## config.mk

```make
export PLATFORM = sky130hd
export DESIGN_NAME = screen_flow_controller
export DESIGN_NICKNAME = d
export VERILOG_FILES = /design/src/rtl/screen_flow_controller.sv
export SDC_FILE = /design/constraint.sdc
export NUM_CORES = 1
export LEC_CHECK = 0
export BUFFER_PORTS_ARGS = -buffer_cell sky130_fd_sc_hd__buf_4
export CELL_PAD_IN_SITES_DETAIL_PLACEMENT = 1
export CELL_PAD_IN_SITES_GLOBAL_PLACEMENT = 1
export CORE_MARGIN = 2
export CORE_UTILIZATION = 46
export DETAILED_ROUTE_END_ITERATION = 16
export GPL_ROUTABILITY_DRIVEN = 0
export PLACE_DENSITY = 0.87
export SETUP_SLACK_MARGIN = 0.02
export SLEW_MARGIN = 30
export SYNTH_ARGS = -nofsm -noshare
export SYNTH_HDL_FRONTEND = slang
export SYNTH_SLANG_ARGS = --single-unit
```

## constraint.sdc

```tcl
create_clock -name clk -period 3.1 [get_ports clk]
set_input_delay 0.62 -clock clk [delete_from_list [all_inputs] [get_ports clk]]
set_output_delay 0.62 -clock clk [all_outputs]
set_load 0.005 [all_outputs]
```

## src/rtl/screen_flow_controller.sv

```systemverilog
// Screen sequencing FSM (welcome/play/pause/end) with key edge detection and end-screen hold timer.
// State moves on the edge that samples a key press; the registered outputs follow one edge later.
module screen_flow_controller #(
  parameter int LIFE_W          = 4,
  parameter int NUM_LEVELS      = 4,
  parameter int END_HOLD_FRAMES = 120,
  parameter int PAUSE_EN        = 1
) (
  input  logic              clk,
  input  logic              reset,
  input  logic              startOfFrame,
  input  logic              key_start,
  input  logic              key_pause,
  input  logic [LIFE_W-1:0] life,
  input  logic              level_done,
  output logic [1:0]        screen_sel,
  output logic              start,
  output logic              game_end,
  output logic              paused,
  output logic              game_win,
  output logic [3:0]        level,
  output logic              game_reset
);

  // Encodings chosen to equal the screen_sel code of each state.
  localparam logic [1:0] S_WELCOME = 2'd0;
  localparam logic [1:0] S_PLAY    = 2'd1;
  localparam logic [1:0] S_END     = 2'd2;
  localparam logic [1:0] S_PAUSE   = 2'd3;

  localparam logic [3:0] LAST_LEVEL = 4'(NUM_LEVELS - 1);
  localparam logic [7:0] HOLD_MAX   = 8'(END_HOLD_FRAMES);
  localparam logic       PAUSE_ON   = (PAUSE_EN != 0);

  logic       r_start_q;
  logic       r_pause_q;
  logic       r_start_arm;
  logic       r_pause_arm;
  logic [1:0] r_state;
  logic [3:0] r_level;
  logic       r_win;
  logic       r_grst;
  logic [7:0] r_hold;

  logic       w_start_press;
  logic       w_pause_press;
  logic       w_life_zero;
  logic [1:0] w_state_nxt;
  logic [3:0] w_level_nxt;
  logic       w_win_nxt;
  logic       w_grst_nxt;
  logic [7:0] w_hold_nxt;

  // A key held across reset stays disarmed until it has been seen released.
  assign w_start_press = key_start & ~r_start_q & r_start_arm;
  assign w_pause_press = key_pause & ~r_pause_q & r_pause_arm;
  assign w_life_zero   = (life == '0);

  always_ff @(posedge clk or posedge reset) begin
    if (reset) begin
      r_start_q   <= 1'b0;
      r_pause_q   <= 1'b0;
      r_start_arm <= 1'b0;
      r_pause_arm <= 1'b0;
    end else begin
      r_start_q   <= key_start;
      r_pause_q   <= key_pause;
      r_start_arm <= r_start_arm | ~key_start;
      r_pause_arm <= r_pause_arm | ~key_pause;
    end
  end

  always_comb begin
    w_state_nxt = r_state;
    w_level_nxt = r_level;
    w_win_nxt   = r_win;
    w_grst_nxt  = 1'b0;
    w_hold_nxt  = 8'd0;
    case (r_state)
      S_WELCOME: begin
        if (w_start_press) begin
          w_state_nxt = S_PLAY;
          w_level_nxt = 4'd0;
          w_win_nxt   = 1'b0;
          w_grst_nxt  = 1'b1;
        end
      end
      S_PLAY: begin
        if (w_life_zero) begin
          w_state_nxt = S_END;
          w_win_nxt   = 1'b0;
        end else if (level_done) begin
          if (r_level == LAST_LEVEL) begin
            w_state_nxt = S_END;
            w_win_nxt   = 1'b1;
          end else begin
            w_level_nxt = r_level + 4'd1;
            w_grst_nxt  = 1'b1;
          end
        end else if (w_pause_press && PAUSE_ON) begin
          w_state_nxt = S_PAUSE;
        end
      end
      S_PAUSE: begin
        if (w_life_zero) begin
          w_state_nxt = S_END;
          w_win_nxt   = 1'b0;
        end else if (w_pause_press) begin
          w_state_nxt = S_PLAY;
        end
      end
      S_END: begin
        // Early start presses fall through and are simply lost.
        w_hold_nxt = r_hold;
        if (w_start_press && (r_hold == HOLD_MAX)) begin
          w_state_nxt = S_WELCOME;
        end else if (startOfFrame && (r_hold < HOLD_MAX)) begin
          w_hold_nxt = r_hold + 8'd1;
        end
      end
      default: begin
        w_state_nxt = S_WELCOME;
      end
    endcase
  end

  always_ff @(posedge clk or posedge reset) begin
    if (reset) begin
      r_state <= S_WELCOME;
      r_level <= 4'd0;
      r_win   <= 1'b0;
      r_grst  <= 1'b0;
      r_hold  <= 8'd0;
    end else begin
      r_state <= w_state_nxt;
      r_level <= w_level_nxt;
      r_win   <= w_win_nxt;
      r_grst  <= w_grst_nxt;
      r_hold  <= w_hold_nxt;
    end
  end

  always_ff @(posedge clk or posedge reset) begin
    if (reset) begin
      screen_sel <= S_WELCOME;
      start      <= 1'b0;
      game_end   <= 1'b0;
      paused     <= 1'b0;
      game_win   <= 1'b0;
      level      <= 4'd0;
      game_reset <= 1'b0;
    end else begin
      screen_sel <= r_state;
      start      <= (r_state == S_PLAY) || (r_state == S_PAUSE);
      game_end   <= (r_state == S_END);
      paused     <= (r_state == S_PAUSE);
      game_win   <= r_win;
      level      <= r_level;
      game_reset <= r_grst;
    end
  end

endmodule

```

==> impl_metrics.toml <==
[clock_network]
cts_buffer_depth = 2
numCtsBuffers = 5
cts_tree = "yes"
numClockSinks = 31
postCtsSetupBuffers = 0
cts.htree.levels = 2
ctsResizeCount = 0
ctsHoldBuffers = 0
cts_root_buffer = "clkbuf_4"
clk_latency_ns = 0.33
cts.clk_slew.worst_paths_ns = 0.09

[layout]
nets = 146
finalInstanceArea_um2 = 1529
syn_to_final_growth_pct = 19.80
fin_cells = 165
diodes = 0
layout-drive-gt1-share_pct = 25.37

[floorplan]
num_rows = 19
die_y_um = 56.67
dieArea_um2 = 3211
core_area_um2 = 2686
ios = 21
initial_core_util_pct = 47.51
die_x_um = 56.67

[worst_setup_path]
r2r-start = "r_level[0]"
rrSetupSlack_ns = 1.31
crit_fanout = 8
r2r_end = "r_level[1]"
reg2reg_depth = 5
cp.arrival_ns = 2.01
start_kind = "flip-flop"
critPathKind = "flip-flop to flip-flop"
required_ns = 3.32
endpoint_kind = "flip-flop"

[detailed_routing]
vias = 904
dr.pass1.iters = 2
wl_per_cell_um = 16.28
dr.first_iter.drc_count = 6
vias_per_cell = 5.479
ant_nets = 0
routed_wl_mm = 2.686
drc = 0

[yosys]
synth.top_cells.by_count = "dfrtp_1 (31), nand2_1 (9), nand3_1 (6), nor2_1 (6), inv_1 (5)"
synth_top_flop_cell = "dfrtp_1"
syn_inst = 108
yosysWarnings = 0
ys_types = 37
synth_nets = 121
ys_seq_elements = 31
yosysTopAreaCell = "dfrtp_1"
async_flop_share_pct = 100.0
yosysTopAreaCellShare_pct = 60.78
synth_most_common_cell = "dfrtp_1"
synth_edf_count = 0
yosysSeqAreaShare_pct = 60.78
syn_area_per_cell_um2 = 11.82
yosys-top-cells-area = "dfrtp_1 (61%), ha_1 (2.9%), nand2_1 (2.6%), nand3_1 (2.4%), xor2_1 (2.1%)"
synth_area_um2 = 1276

[global_routing]
grtUsageMet3_pct = 6.452
grt_use_met1_pct = 23.78
grt_overflow = 0
busiest_layer = "met2"
grt_max_degree = 32
antenna_found_initial = 0
use_met2_pct = 29.57
grt_use_total_pct = 19.34
grt_pass1_wl_mm = 4.519
grt_pass1_vias = 944

[timing]
slew_viol_final = 0
finClkSkew_ns = 0.004820
finalSetupViolations = 0
fin_crit_ns = 1.789
rsz0062_at_grt = "no"
fmax_mhz = 558.8
slew_headroom_pct = 70.45
finalHoldViolCount = 0
period_share_pct = 57.72
tns_ns = 0
worst_slew_pin_slew_ns = 0.4392

[place]
dp_cells = 157
dp_hpwl_mm = 1.862
portBuffers = 20
dpl_cell_area_um2 = 1460

[power]
swShare_pct = 31.00
peakVddDrop_uv = 403.9
switchingPower_uw = 343.1
combPwrFrac_pct = 25.1
power_per_cell_area_nw_per_um2 = 723.9
total_leakage_power_nw = 0.7358
p_seq_share_pct = 51.1
power.share.clock_pct = 23.8
p_int_uw = 763.8

[flow_run]
cap_violations = 0

[worst_hold_path]
hp-class = "primary input to async pin"

[run_status]
status = "finished, final reports clean"
==> cell families after synthesis <==
group | after synthesis | share of synthesized area, %
compound gates | 12 | 6.373
xor+xnor | 4 | 2.746
fa+ha+maj | 3 | 2.941
buf+inv | 8 | 2.451
flops | 31 | 60.78
mux | 2 | 1.960
simple gates | 48 | 22.74
==> cell type report <==
type | instances | area [µm²]
well taps | 31 | 38.79
fillers | 295 | 1157
multi-input cells | 69 | 469.2
repair buffers | 21 | 157.7
inverters | 5 | 18.77
flip-flops and latches | 31 | 775.7
clock buffers | 8 | 68.82
==> worst max-delay path: stages, from the launching register on <==
cell	delay [ns]
dfrtp_1	0.42
ha_1	0.22
or3b_2	0.51
nand4_4	0.17
nand2_4	0.06
mux2_4	0.30
==> power by group through the flow <==
stage	combinational (mW)	sequential, mW	clock (mW)
final	0.278	0.565	0.263
after CTS	0.284	0.566	0.272
after detailed placement	0.280	0.573	0
after global routing	0.312	0.578	0.290
after floorplan	0.170	0.546	0
after global placement	0.264	0.563	0
==> stage by stage <==
stage	util [%]	setup WS [ns]	hold WS, ns	power [mW]
CTS	56.92	1.308	0.3664	1.122
floorplan	-	1.308	0.3312	0.7152
global route	56.92	1.244	0.3853	1.179
detailed placement	54.35	1.139	0.3545	0.8533
global placement	54.35	1.167	0.3385	0.8268
finish	56.92	1.311	0.3615	1.107
==> layer usage <==
layer	up-vias	wire, µm
met5	-	0
li1	421	-
met3	9	127
met4	0	102
met2	22	1311
met1	452	1145
==> flip-flops by register name (all words and copies together) (netlist names), 2 cells and up <==
register / count
level: 4
r_hold: 8
r_level: 4
r_state: 2
screen_sel: 2
==> how the worst max path moves through the flow <==
| stage | to | start | cells past startpoint |
|---|---|---|---|
| after global routing | r_level[1] | r_level[0] | 5 |
| after global placement | r_level[1] | life[1] | 5 |
| after CTS | r_level[1] | r_level[0] | 5 |
| after detailed placement | r_level[1] | life[1] | 5 |
| after floorplan | r_level[1] | life[1] | 4 |
| final | r_level[1] | r_level[0] | 5 |
==> placed cells by master, fill, tap and decap left out, types with 2 or more instances in the layout <==
master and n:
clkbuf_8 2, nand3_1 6, o21ai_1 2, nand2_1 9, clkbuf_4 5, nand4_1 4, nand2b_1 4, o21ai_0 2
inv_1 5, xor2_1 3, ha_1 3, buf_4 21, nor2_1 6, nor2b_1 2, and2_1 4, dfrtp_1 31
a21oi_1 2, nand3b_1 2
(Power assumes the default switching activity.)
